[src/rtl/mem1_stage_pkg.sv]
// Shared definitions for the MEM1 stage:
// bus widths, lsu_op bit positions, request FSM states.
package mem1_stage_pkg;

   localparam int EX2MEM1_WD   = 143;
   localparam int MEM12MEM2_WD = 115;
   localparam int BYPASS_WD    = 38;
   localparam int LSU_WD       = 6;

   localparam int LSU_EN = 5;
   localparam int LSU_WE = 4;
   localparam int LSU_W  = 3;
   localparam int LSU_H  = 2;
   localparam int LSU_B  = 1;
   localparam int LSU_U  = 0;

   typedef enum logic {
      S_IDLE    = 1'b0,
      S_ST_DONE = 1'b1
   } req_state_e;

   typedef struct packed {
      logic [LSU_WD-1:0] lsu_op;
      logic [2:0]        sel_rf_res;
      logic              rf_we;
      logic [4:0]        rf_waddr;
      logic [31:0]       ex_result;
      logic [31:0]       rs2_data;
      logic [31:0]       pc;
      logic [31:0]       inst;
   } ex2mem1_t;

endpackage

[src/rtl/mem1_stage_lsu_align.sv]
// Byte-lane select, misalignment detect and
// store-data lane replication for one access.
module lsu_align
   import mem1_stage_pkg::*;
(
   input  logic [LSU_WD-1:0] lsu_op,
   input  logic [1:0]        addr,
   input  logic [31:0]       rs2,
   output logic [3:0]        ram_sel,
   output logic              misalign,
   output logic [31:0]       wdata
);

   logic [3:0] sel_raw;

   // decode lanes and alignment from access size
   always_comb begin
      sel_raw  = 4'b0000;
      misalign = 1'b0;
      wdata    = rs2;
      if (lsu_op[LSU_EN]) begin
         unique case (1'b1)
            lsu_op[LSU_B]: begin
               sel_raw = 4'b0001 << addr;
               wdata   = {4{rs2[7:0]}};
            end
            lsu_op[LSU_H]: begin
               sel_raw  = addr[1] ? 4'b1100 : 4'b0011;
               misalign = addr[0];
               wdata    = {2{rs2[15:0]}};
            end
            lsu_op[LSU_W]: begin
               sel_raw  = 4'b1111;
               misalign = |addr;
            end
            default: ;
         endcase
      end
   end

   assign ram_sel = misalign ? 4'b0000 : sel_raw;

endmodule

[src/rtl/mem1_stage.sv]
// MEM1 stage: registers the EX result, issues the
// data-SRAM request and stalls until it is granted.
module mem1_stage
   import mem1_stage_pkg::*;
(
   input  logic                    clk,
   input  logic                    rst_n,
   input  logic [5:0]              stall,
   input  logic [EX2MEM1_WD-1:0]   ex2mem1_bus,
   output logic [MEM12MEM2_WD-1:0] mem12mem2_bus,
   output logic [BYPASS_WD-1:0]    mem12rf_bus,
   output logic                    mem1_is_load,
   output logic                    stallreq_mem1,
   output logic                    misalign,
   output logic                    misalign_store,
   output logic                    data_sram_en,
   output logic [3:0]              data_sram_we,
   output logic [31:0]             data_sram_addr,
   output logic [31:0]             data_sram_wdata,
   input  logic                    data_sram_gnt
);

   ex2mem1_t   r;
   req_state_e state;
   logic [3:0] ram_sel;
   logic       rf_we;
   logic       bubble;
   logic       unused_stall;

   assign bubble       = stall[4] & ~stall[5];
   assign unused_stall = ^stall[3:0];

   // stage register: bubble beats load beats hold
   always_ff @(posedge clk) begin
      if (!rst_n)
         r <= '0;
      else if (bubble)
         r <= '0;
      else if (!stall[4])
         r <= ex2mem1_bus;
   end

   // remember a store already written while held
   always_ff @(posedge clk) begin
      if (!rst_n || bubble)
         state <= S_IDLE;
      else begin
         unique case (state)
            S_IDLE:
               if (data_sram_en && r.lsu_op[LSU_WE]
                   && data_sram_gnt && stall[4])
                  state <= S_ST_DONE;
            S_ST_DONE:
               if (!stall[4])
                  state <= S_IDLE;
            default: state <= S_IDLE;
         endcase
      end
   end

   lsu_align u_align (
      .lsu_op   (r.lsu_op),
      .addr     (r.ex_result[1:0]),
      .rs2      (r.rs2_data),
      .ram_sel  (ram_sel),
      .misalign (misalign),
      .wdata    (data_sram_wdata)
   );

   assign misalign_store = misalign & r.lsu_op[LSU_WE];
   assign rf_we          = r.rf_we & ~misalign;
   assign mem1_is_load   = r.sel_rf_res[1];

   assign data_sram_en   = (state == S_IDLE)
                         & r.lsu_op[LSU_EN] & ~misalign;
   assign data_sram_we   = (data_sram_en & r.lsu_op[LSU_WE])
                         ? ram_sel : 4'b0000;
   assign data_sram_addr = {r.ex_result[31:2], 2'b00};
   assign stallreq_mem1  = data_sram_en & ~data_sram_gnt;

   assign mem12mem2_bus = {r.lsu_op, ram_sel, r.sel_rf_res,
                           rf_we, r.rf_waddr, r.ex_result,
                           r.pc, r.inst};
   assign mem12rf_bus   = {rf_we, r.rf_waddr, r.ex_result};

endmodule

[config.mk]
export PLATFORM = sky130hd
export DESIGN_NAME = mem1_stage
export DESIGN_NICKNAME = d
export VERILOG_FILES = /design/src/rtl/mem1_stage_pkg.sv /design/src/rtl/mem1_stage_lsu_align.sv /design/src/rtl/mem1_stage.sv
export SDC_FILE = /design/constraint.sdc
export NUM_CORES = 1
export LEC_CHECK = 0
export BUFFER_PORTS_ARGS = -buffer_cell sky130_fd_sc_hd__buf_2
export CAP_MARGIN = 20
export CORE_MARGIN = 10
export CORE_UTILIZATION = 35
export CTS_CLUSTER_DIAMETER = 60
export DETAILED_ROUTE_END_ITERATION = 7
export PLACE_DENSITY = 0.74
export SYNTH_ARGS = -nofsm -noshare
export SYNTH_HDL_FRONTEND = slang
export SYNTH_HIERARCHICAL = 1
export SYNTH_SLANG_ARGS = --single-unit
[constraint.sdc]
create_clock -name clk -period 1.5 [get_ports clk]
set_input_delay 0.15 -clock clk [delete_from_list [all_inputs] [get_ports clk]]
set_output_delay 0.15 -clock clk [all_outputs]
set_load 0.02 [all_outputs]
Word level (Yosys, flattened, before mapping)
Cells that the tools add are included.

Bits in registers: 144.

Reductions and logical operators: 7. Shift-type cells: 1. Bitwise logic cells: 12. Mux-type cells: 12.

Operators by type and width (number): $pmux 32 s2 (1); $mux 32 (1); $mux 4 (4); $pmux 4 s3 (1); $and 1x1->1 (7); $not 1->1 (5); $pmux 1 s2 (2); $reduce_or 2->1 (2); $shl 1x2->4 const A (1); $logic_and 1x1->1 (3); $mux 1 (3); $logic_not 1->1 (1); $logic_or 1x1->1 (1).

Logic depth before layout (Yosys ltp)
Gate-level depths: netlist of the first run.

Depth after elaboration: 10. Depth in mapped cells: 6. Gate-level depth less buffers: 4.

Modules after synthesis
The synthesis of the first run kept the hierarchy.

By module, submodules not included: mem1_stage (area each 7123.1 um^2, instances 1, seq. area each 2882.8 um^2, cells an instance 672); lsu_align (area each 531.8 um^2, instances 1, seq. area each 0.0 um^2, cells an instance 76).

Least setup slack after synthesis of the first run
OpenSTA, ideal clock, no wires.

Kind: register to output. Start point: register r (netlist bit mem12mem2_bus[111]). End point: output stallreq_mem1. Cell stages (with the launch flop): 7. Data required time: 1350 ps. Path buffers: 2. Data arrival time: 1929 ps. Path slack: -579 ps. Cells stage by stage: dfxtp_1 buf_2 buf_2 nand2_1 a21oi_1 nor3b_1 nor2b_1.

Longest elaborated chain between the ends: 5.

RTL lines: start, declared (RTL line mem1_stage.sv:23) `ex2mem1_t r;`; start signal, assigned (RTL line mem1_stage.sv:40) `r <= ex2mem1_bus;`; $pmux 1 s2 (RTL line mem1_stage_lsu_align.sv:22) `unique case (1'b1)`; $mux 1 (RTL line mem1_stage_lsu_align.sv:21) `if (lsu_op[LSU_EN]) begin`; via misalign (RTL line mem1_stage.sv:14) `output logic misalign,`; $not 1->1 (RTL line mem1_stage.sv:75) `& r.lsu_op[LSU_EN] & ~misalign;`; $and 1x1->1 (RTL line mem1_stage.sv:75); via data_sram_en (RTL line mem1_stage.sv:16) `output logic data_sram_en,`; $and 1x1->1 (RTL line mem1_stage.sv:79) `assign stallreq_mem1 = data_sram_en & ~data_sram_gnt;`; end, declared (RTL line mem1_stage.sv:13) `output logic stallreq_mem1,`.

The timed path passes the listed nets, and every way through them passes these cells.

Final worst setup path of the first run
Start point: register r (netlist bit mem12mem2_bus[65]). End point: output data_sram_we[2].

Longest elaborated chain between the ends: 7. Elaborated cells on any way between the ends: 12. Those cells by class: shift (1); mux (7); bitwise (3); reduce/logical (1).

RTL lines: $reduce_or 2->1 (RTL line mem1_stage_lsu_align.sv:34) `misalign = |addr;`; $pmux 1 s2 (RTL line mem1_stage_lsu_align.sv:22); $mux 1 (RTL line mem1_stage_lsu_align.sv:21); $not 1->1 (RTL line mem1_stage.sv:75); $and 1x1->1 (RTL line mem1_stage.sv:75); $and 1x1->1 (RTL line mem1_stage.sv:76) `assign data_sram_we = (data_sram_en & r.lsu_op[LSU_WE])`; $mux 4 (*) (RTL line mem1_stage.sv:77) `? ram_sel : 4'b0000;`; end, declared (RTL line mem1_stage.sv:17) `output logic [3:0] data_sram_we,`.

Mark *: on every way between the ends. The rest lies on a longest branch, timed or not.

==> flow_metrics.env, run 1 <==
export IMPL_setup_viol=38
export IMPL_dp_hpwl_um=17700
export IMPL_drt_met1_wl_um=9430
export IMPL_htree_levels=4
export IMPL_finalCriticalPeriod_ns=1.89
export IMPL_viasPerCell=4.72
export IMPL_overflow=0
export IMPL_port_buffers=371
export IMPL_skew_ns=0.00453
export IMPL_routabilityCongestion=0.850
export IMPL_slew_viol_final=0
export IMPL_coreArea_sq_mm=0.0217
export IMPL_p_per_area_mw_per_mm2=993
export IMPL_wl_per_cell_um=19.1
export IMPL_hold_class="input port to flop"
export IMPL_max_cap_viol_count=0
export IMPL_cts_buffers=17
export IMPL_rows=54
export IMPL_final_antenna_net_count=0
export IMPL_met2_length_um=12600
export IMPL_die_area_sq_mm=0.0282
export IMPL_clk_pin_slew_ns=0.07
export IMPL_wl_um=25000
export IMPL_worst_ep_required_time_ns=1.35
export IMPL_finalHoldViolCount=0
export IMPL_hold_ws_ns=0.0184
export IMPL_synthCells=748
export IMPL_synth_warning_count=6
export IMPL_cts_sinks=144
export IMPL_worstPathArrival_ns=1.74
export IMPL_met3WireLength_um=2350
export IMPL_syn_to_final_growth_pct=36.0
export IMPL_crit_fanout=8
export IMPL_leakage_nw=5.19
export IMPL_synth_seq_area_share_pct=37.7
export IMPL_end_kind="output pin"
export IMPL_start_kind="flop"
export IMPL_nets=1163
export IMPL_fmax_ghz=0.530
export IMPL_vias=6157
export IMPL_io_pins=378
export IMPL_placed_cell_area_sq_mm=0.00869
export IMPL_ir_worst_vdd_mv=0.672
export IMPL_cts_max_path_buffers=2
export IMPL_initial_core_util_pct=35.3
export IMPL_grt_pass1_wl_um=37600
export IMPL_grt_max_degree=71
export IMPL_drtIter0Drc=379
export IMPL_drc_errors=0
export IMPL_violations="negative setup slack"
export IMPL_antenna_found_initial=4
export IMPL_die_h_um=168
export IMPL_ys_ff_latch=144
export IMPL_path_class="flop to output pin"
export IMPL_gr_usage_all_layers_pct=16.3
export IMPL_synth_area_per_cell_sq_um=10.2
export IMPL_cts_root_buf="clkbuf_16"
export IMPL_cts_tree="built"
export IMPL_syn_cell_area_sq_mm=0.00765
export IMPL_outcome="complete, but fails checks"
export IMPL_drtPass1Iterations=4
export IMPL_drive_gt1_share_pct=56.7
export IMPL_first_global_vias=6602
export IMPL_clock_latency_ns=0.41
export IMPL_highest_layer="met5"
export IMPL_finalWorstSetupSlack_ns=-0.387
export IMPL_final_cell_area_sq_mm=0.0104
export IMPL_dieWidth_um=168
export IMPL_fin_crit_sh_pct=126
export IMPL_rsz0062_at_grt="true"
export IMPL_synth_cell_types=30
## power by group
part | switching [mW] | internal, mW | total [mW]
clock network | 1.93 | 2.21 | 4.13
logic | 1.12 | 0.911 | 2.03
registers | 0.156 | 4.01 | 4.17
total | 3.20 | 7.13 | 10.3
## Yosys cell counts
| cell | instances | area (sq um) |
|---|---|---|
| a211oi_1 | 2 | 15.0 |
| nor3b_1 | 1 | 7.51 |
| a21oi_1 | 3 | 15.0 |
| buf_6 | 12 | 135 |
| buf_4 | 191 | 1430 |
| a22o_1 | 10 | 87.6 |
| inv_1 | 2 | 7.51 |
| o2111a_1 | 1 | 11.3 |
| nor4bb_1 | 1 | 10.0 |
| mux2i_1 | 143 | 1430 |
| nor3_1 | 75 | 375 |
| nand3b_1 | 1 | 7.51 |
| buf_2 | 29 | 145 |
| nand2_1 | 9 | 33.8 |
| nand2b_1 | 1 | 6.26 |
| inv_2 | 1 | 3.75 |
| and4b_1 | 1 | 10.0 |
| nor4_1 | 1 | 6.26 |
| nor2_1 | 2 | 7.51 |
| a22oi_1 | 7 | 52.6 |
| and2_1 | 6 | 37.5 |
| nor2b_1 | 4 | 25.0 |
| dfxtp_1 | 144 | 2880 |
| o21ai_4 | 1 | 16.3 |
| o21ai_0 | 10 | 50.1 |
| mux2_2 | 8 | 90.1 |
| nand2b_2 | 1 | 8.76 |
| conb_1 | 1 | 3.75 |
| nor3_2 | 70 | 701 |
| clkbuf_1 | 10 | 37.5 |
## critical path, cell delays in order, from the launching register on
cell and delay (ns):
dfxtp_2 0.35, buf_4 0.11, buf_4 0.16, nor2b_1 0.13, o21ai_0 0.10, a21oi_2 0.19, and2_4 0.18, buf_6 0.11
## path summary, 6_finish.rpt
kind	startpoint	to	slack, ns	cells past startpoint
worst max-delay path	mem12mem2_bus[65]	data_sram_we[2]	-0.39	7
worst min register to register	mem12mem2_bus[34]	mem12mem2_bus[34]	0.53	2
worst min-delay path	ex2mem1_bus[8]	mem12mem2_bus[8]	0.02	3
worst max register to register	mem12mem2_bus[111]	state	0.12	5
## placed cells by master (no fill, tap or decap), types with 13 or more instances in the layout
master	synthesis	layout
nor3_2	70	71
nor3_1	75	73
clkbuf_16	0	18
dlygate4sd3_1	0	61
buf_4	191	32
buf_12	0	13
buf_2	29	334
dfxtp_1	144	138
mux2i_1	143	143
buf_6	12	42
## area by class of cell
| type | instances | area, sq um |
|---|---|---|
| antenna | 1 | 2.50 |
| clock buffer | 17 | 425 |
| clock inverter | 15 | 136 |
| fill | 1914 | 11300 |
| inverter | 3 | 16.3 |
| multi-input combinational | 360 | 3270 |
| sequential | 144 | 2900 |
| tap | 280 | 350 |
| timing repair buffer | 485 | 3310 |
## what timing repair did
item                                    4_1_cts  5_1_grt
buffers inserted                              8        5
pin swaps                                    10        5
gates cloned                                  0        1
hold buffers                                 61        0
endpoints found under the setup margin       38       38
hold endpoints to repair                     61        0
resized for setup                            76       61
## through the flow
stage	total power, mW	util (%)	TNS [ns]	instances	worst slack (ns)
after floorplan	5.64	-	0	749	0.0126
final	10.3	48.0	-9.70	1305	-0.387
after global routing	10.8	48.0	-12.17	1305	-0.488
after detailed placement	6.03	40.1	-0.108	1199	-0.0590
after CTS	10.4	46.8	-9.79	1300	-0.433
after global placement	6.00	40.1	-0.0389	1199	-0.0389
## metal layers
layer	vias up	track usage, %
met5	-	0
met4	4	4.84
met3	41	6.82
met2	296	28.9
met1	2892	17.2
li1	2924	-
## state kept, by name, indices dropped and copies added (netlist names)
register / count
mem12mem2_bus: 80
r: 33
data_sram_addr: 30
state: 1
## cell families (layout without fill, tap and decap cells)
group                  after synthesis  in the layout  synth area share (%)
AND/OR/NAND/NOR                    173            173                  16.1
multiplexers                       151            151                  19.9
flip-flops                         144            144                  37.7
buffers and inverters              245            520                  23.0
other                                1              3                0.0490
AO/OA/AOI/OAI                       34             34                  3.24
Power figures use the tool's default switching activity.
==> inputs of run 2 (changes only) <==
--- a/config.mk
+++ b/config.mk
@@ -8,10 +8,10 @@
 export BUFFER_PORTS_ARGS = -buffer_cell sky130_fd_sc_hd__buf_2
 export CAP_MARGIN = 20
 export CORE_MARGIN = 10
-export CORE_UTILIZATION = 35
+export CORE_UTILIZATION = 42
 export CTS_CLUSTER_DIAMETER = 60
 export DETAILED_ROUTE_END_ITERATION = 7
-export PLACE_DENSITY = 0.74
+export PLACE_DENSITY = 0.85
 export SYNTH_ARGS = -nofsm -noshare
 export SYNTH_HDL_FRONTEND = slang
 export SYNTH_HIERARCHICAL = 1
==> flow_metrics.env, run 2 (synthesis gave the netlist of run 1 again) <==
export IMPL_crit_fanout=4
export IMPL_leakage_nw=5.17
export IMPL_cts_root_buf="clkbuf_16"
export IMPL_crit_cells=6
export IMPL_p_clk_share_pct=40.2
export IMPL_drtPass1Iterations=5
export IMPL_setup_viol=38
export IMPL_crit_family="simple AND/OR/NAND/NOR gates"
export IMPL_grt_pass1_wl_um=38300
export IMPL_finalHoldViolCount=0
export IMPL_wl_per_cell_um=20.3
export IMPL_syn_to_final_growth_pct=35.0
export IMPL_p_sw_share_pct=30.1
export IMPL_largest_reg_flops=80
export IMPL_p_per_area_mw_per_mm2=1010
export IMPL_fillerInstances=1456
export IMPL_violations="negative setup slack"
export IMPL_initial_core_util_pct=42.6
export IMPL_rows=49
export IMPL_cts_buffers=17
export IMPL_nets=1162
export IMPL_first_global_vias=6848
export IMPL_hold_class="input port to flop"
export IMPL_hold_ws_ns=0.0230
export IMPL_gr_usage_all_layers_pct=19.7
export IMPL_combPwrFrac_pct=19.6
export IMPL_start_kind="flop"
export IMPL_max_cap_viol_count=0
export IMPL_finalWorstSetupSlack_ns=-0.386
export IMPL_mostFrequentLayoutCells="333 x buf_2, 143 x mux2i_1, 138 x dfxtp_1"
export IMPL_die_area_sq_mm=0.0240
export IMPL_htree_levels=4
export IMPL_io_pins=378
export IMPL_port_buffers=371
export IMPL_whs_path_depth=3
export IMPL_final_common_cell="buf_2"
export IMPL_reg2reg_slack_ns=0.13
export IMPL_rsz0062_at_grt="true"
export IMPL_coreArea_sq_mm=0.0180
export IMPL_dpl_worst_slack_ns=-0.0480
export IMPL_viasPerCell=5.06
export IMPL_final_antenna_net_count=0
export IMPL_end_kind="output pin"
export IMPL_p_sw_mw=3.13
export IMPL_dieWidth_um=155
export IMPL_cp_slowest_stage_delay_ns=0.34
export IMPL_die_h_um=155
export IMPL_clock_latency_ns=0.40
export IMPL_cts_tree="built"
export IMPL_grt_max_degree=62
export IMPL_dp_hpwl_um=17400
export IMPL_skew_ns=0.000228
export IMPL_slew_viol_final=0
export IMPL_path_class="flop to output pin"
export IMPL_antenna_found_initial=5
export IMPL_worst_ep_required_time_ns=1.35
export IMPL_drive_gt1_share_pct=56.4
export IMPL_cts_sinks=144
export IMPL_overflow=0
export IMPL_worstPathArrival_ns=1.74
export IMPL_finalCriticalPeriod_ns=1.89
export IMPL_ir_worst_vdd_mv=0.703
export IMPL_wl_um=25500
export IMPL_outcome="complete, but fails checks"
export IMPL_vias=6358
export IMPL_internal_power_mw=7.26
export IMPL_cts_max_path_buffers=2
export IMPL_drc_errors=0
export IMPL_routabilityCongestion=0.840
export IMPL_path_cells="o21ai_4, a21oi_4, nor4bb_4, buf_4, and2_4, buf_6"
export IMPL_fin_crit_sh_pct=126
export IMPL_seq_power_share_pct=40.2
export IMPL_worst_path_buf_inv=2
export IMPL_clk_pin_slew_ns=0.06
export IMPL_cp_slowest_cell="dfxtp_2"
export IMPL_drtIter0Drc=269
export IMPL_fmax_ghz=0.530
export IMPL_worstRegToRegCells=5
==> run 2: changes by cell type in the layout (fill, tap and decap cells not counted), moves of 2 or more <==
cell and delta:
inv_6 -4, buf_12 -3, clkinvlp_4 +3, diode_2 +3, buf_4 +2, dlygate4sd3_1 +2
nor2_1 -2, nor2_4 +2
==> run 2: what timing repair did <==
item / in CTS / in global routing
hold buffers: 63 / 0
pin swaps: 20 / 6
gates resized for setup: 99 / 44
endpoints found under the hold margin: 63 / 0
setup buffers: 10 / 4
endpoints found under the setup margin: 39 / 38
cloned: 1 / 0
==> run 2: area by class of cell <==
type	count	area (sq um)	area share (%)
antenna	4	10.0	0.0968
sequential	144	2900	28.1
inverter	3	18.8	0.182
tap	229	287	2.77
timing repair buffer	484	3260	31.6
clock inverter	15	151	1.46
clock buffer	17	425	4.12
multi-input combinational	360	3280	31.7
==> run 2: path summary, 6_finish.rpt <==
kind                                         start                end
worst max-delay path             mem12mem2_bus[65]    data_sram_we[3]
worst min-delay path               ex2mem1_bus[25]  mem12mem2_bus[25]
worst max register to register  mem12mem2_bus[111]              state
worst min register to register   mem12mem2_bus[29]  mem12mem2_bus[29]
==> run 2: per-layer routing <==
metal / GRT usage (%) / wire [um] / vias up
li1: - / - / 2932
met1: 19.9 / 9230 / 3049
met2: 34.2 / 13000 / 309
met3: 8.60 / 2510 / 66
met4: 8.64 / 798 / 2
met5: 0 / 10 / -
==> run 2: worst min-delay path: cells and delay by family <==
kind,cells,cell delay (ns)
buf+inv,1,0.07
mux,1,0.05
simple gates,1,0.11
==> run 2: stage by stage <==
| stage | setup TNS [ns] | total power [mW] | cell area, sq um | cells | util (%) |
|---|---|---|---|---|---|
| floorplan | 0 | 5.64 | 7770 | 749 | - |
| global placement | -0.00388 | 5.96 | 8550 | 1143 | 47.6 |
| detailed placement | -0.165 | 6.01 | 8550 | 1143 | 47.6 |
| CTS | -10.92 | 10.4 | 10100 | 1249 | 56.5 |
| global route | -11.81 | 10.8 | 10300 | 1255 | 57.5 |
| finish | -9.17 | 10.4 | 10300 | 1256 | 57.5 |
==> run 2: power groups by stage <==
stage | Clock (mW) | Combinational [mW] | Sequential [mW]
floorplan | 0 | 1.43 | 4.21
global placement | 0 | 1.72 | 4.24
detailed placement | 0 | 1.75 | 4.25
CTS | 4.27 | 1.97 | 4.17
global route | 4.44 | 2.17 | 4.20
finish | 4.18 | 2.04 | 4.18
==> inputs of run 3 (changes only) <==
--- a/config.mk
+++ b/config.mk
@@ -8,10 +8,12 @@
 export BUFFER_PORTS_ARGS = -buffer_cell sky130_fd_sc_hd__buf_2
 export CAP_MARGIN = 20
 export CORE_MARGIN = 10
-export CORE_UTILIZATION = 42
+export CORE_UTILIZATION = 35
 export CTS_CLUSTER_DIAMETER = 60
 export DETAILED_ROUTE_END_ITERATION = 7
-export PLACE_DENSITY = 0.85
+export GPL_ROUTABILITY_DRIVEN = 0
+export PLACE_DENSITY = 0.74
+export SKIP_LAST_GASP = 1
 export SYNTH_ARGS = -nofsm -noshare
 export SYNTH_HDL_FRONTEND = slang
 export SYNTH_HIERARCHICAL = 1
==> flow_metrics.env, run 3 (synthesis gave the netlist of run 1 again) <==
export IMPL_outcome="complete, but fails checks"
export IMPL_violations="negative setup slack"
export IMPL_drc_errors=0
export IMPL_final_antenna_net_count=0
export IMPL_crit_family="compound AO/OA/AOI/OAI gates"
export IMPL_met1_usage_pct=17.1
export IMPL_wl_um=24900
export IMPL_mostFrequentLayoutCells="334 x buf_2, 143 x mux2i_1, 138 x dfxtp_1"
export IMPL_clock_latency_ns=0.41
export IMPL_p_total_mw=10.3
export IMPL_final_common_cell="buf_2"
export IMPL_max_cap_viol_count=0
export IMPL_htree_levels=4
export IMPL_cts_buffers=17
export IMPL_fin_crit_sh_pct=126
export IMPL_finalCriticalPeriod_ns=1.88
export IMPL_setup_viol=38
export IMPL_grt_pass1_wl_um=37600
export IMPL_p_per_area_mw_per_mm2=993
export IMPL_nets=1165
export IMPL_crit_top_cell="buf_4"
export IMPL_gr_usage_all_layers_pct=16.2
export IMPL_fmax_ghz=0.531
export IMPL_cts_max_path_buffers=2
export IMPL_syn_to_final_growth_pct=36.0
export IMPL_clk_pin_slew_ns=0.07
export IMPL_finalSetupTns_ns=-10.21
export IMPL_antenna_found_initial=4
export IMPL_start_kind="flop"
export IMPL_drive_gt1_share_pct=56.7
export IMPL_end_kind="output pin"
export IMPL_viasPerCell=4.72
export IMPL_worst_ep_required_time_ns=1.35
export IMPL_finalWorstSetupSlack_ns=-0.385
export IMPL_initial_core_util_pct=35.3
export IMPL_rows=54
export IMPL_worst_path_buf_inv=3
export IMPL_wl_per_cell_um=19.0
export IMPL_busiest_layer="met2"
export IMPL_hold_ws_ns=0.0170
export IMPL_cts_tree="built"
export IMPL_first_global_vias=6610
export IMPL_grt_max_degree=71
export IMPL_met3_usage_pct=6.80
export IMPL_rsz0062_at_grt="true"
export IMPL_cp_slowest_stage_delay_ns=0.38
export IMPL_cts_root_buf="clkbuf_16"
export IMPL_vias=6168
export IMPL_worstPathArrival_ns=1.73
export IMPL_drtIter0Drc=350
export IMPL_leakage_nw=5.19
export IMPL_overflow=0
export IMPL_cts_sinks=144
export IMPL_largest_reg_flops=80
export IMPL_finalHoldViolCount=0
export IMPL_io_pins=378
export IMPL_dp_cells=1199
export IMPL_drtPass1Iterations=6
export IMPL_die_h_um=168
export IMPL_path_cells="buf_4, buf_4, o21ai_0, a211oi_4, and2_4, buf_6"
export IMPL_ir_worst_vdd_mv=0.675
export IMPL_instances_no_fill=1307
export IMPL_cp_slowest_cell="o21ai_0"
export IMPL_die_area_sq_mm=0.0282
export IMPL_dp_hpwl_um=17700
export IMPL_skew_ns=0.00463
export IMPL_crit_fanout=8
export IMPL_path_class="flop to output pin"
export IMPL_slew_viol_final=0
export IMPL_hold_class="input port to flop"
export IMPL_use_met2_pct=28.8
export IMPL_fillerInstances=1911
export IMPL_coreArea_sq_mm=0.0217
export IMPL_dieWidth_um=168
export IMPL_port_buffers=371
## run 3: worst reg2reg max path: cells and delay by family, from the launching register on
family / cells / cell delay [ns]
AND/OR/NAND/NOR: 2 / 0.26
buffers and inverters: 2 / 0.25
flip-flops: 1 / 0.39
AO/OA/AOI/OAI: 2 / 0.43
## run 3: path summary, 6_finish.rpt
kind / from / to / slack [ns] / cells past startpoint
max: mem12mem2_bus[65] / data_sram_we[3] / -0.38 / 6
min: ex2mem1_bus[133] / r[133] / 0.02 / 3
max reg2reg: mem12mem2_bus[111] / state / 0.07 / 6
min reg2reg: mem12mem2_bus[34] / mem12mem2_bus[34] / 0.53 / 2
## run 3: timing repair
action | in CTS | in global routing
setup endpoints to repair | 38 | 38
buffers inserted | 8 | 6
endpoints found under the hold margin | 61 | 0
pin swaps | 10 | 6
gates cloned | 0 | 1
resized for setup | 62 | 72
hold buffers | 61 | 0
## run 3: report_power, final
part / internal [mW] / switching, mW
Combinational: 0.911 / 1.12
Sequential: 4.01 / 0.153
Clock: 2.21 / 1.93
Total: 7.13 / 3.21
## run 3: metal layers
layer / up-vias / wire length, um
met5: - / 21
met4: 4 / 412
met3: 32 / 2340
met2: 290 / 12700
met1: 2912 / 9410
li1: 2930 / -
## run 3: per-stage QoR
step	setup WS (ns)	area [sq um]	util [%]
floorplan	0.0126	7770	-
global placement	-0.0389	8690	40.1
global route	-0.488	10400	48.0
finish	-0.385	10400	48.0
detailed placement	-0.0590	8690	40.1
CTS	-0.433	10100	46.7
## run 3: final cells by class
type | instances | area [sq um] | share of cell area [%]
diodes | 1 | 2.50 | 0.0240
clock buffers | 17 | 425 | 4.09
clock inverters | 15 | 136 | 1.31
inverters | 3 | 16.3 | 0.156
multi-input cells | 360 | 3250 | 31.3
flip-flops and latches | 144 | 2900 | 27.9
well taps | 280 | 350 | 3.37
repair buffers | 487 | 3320 | 31.9
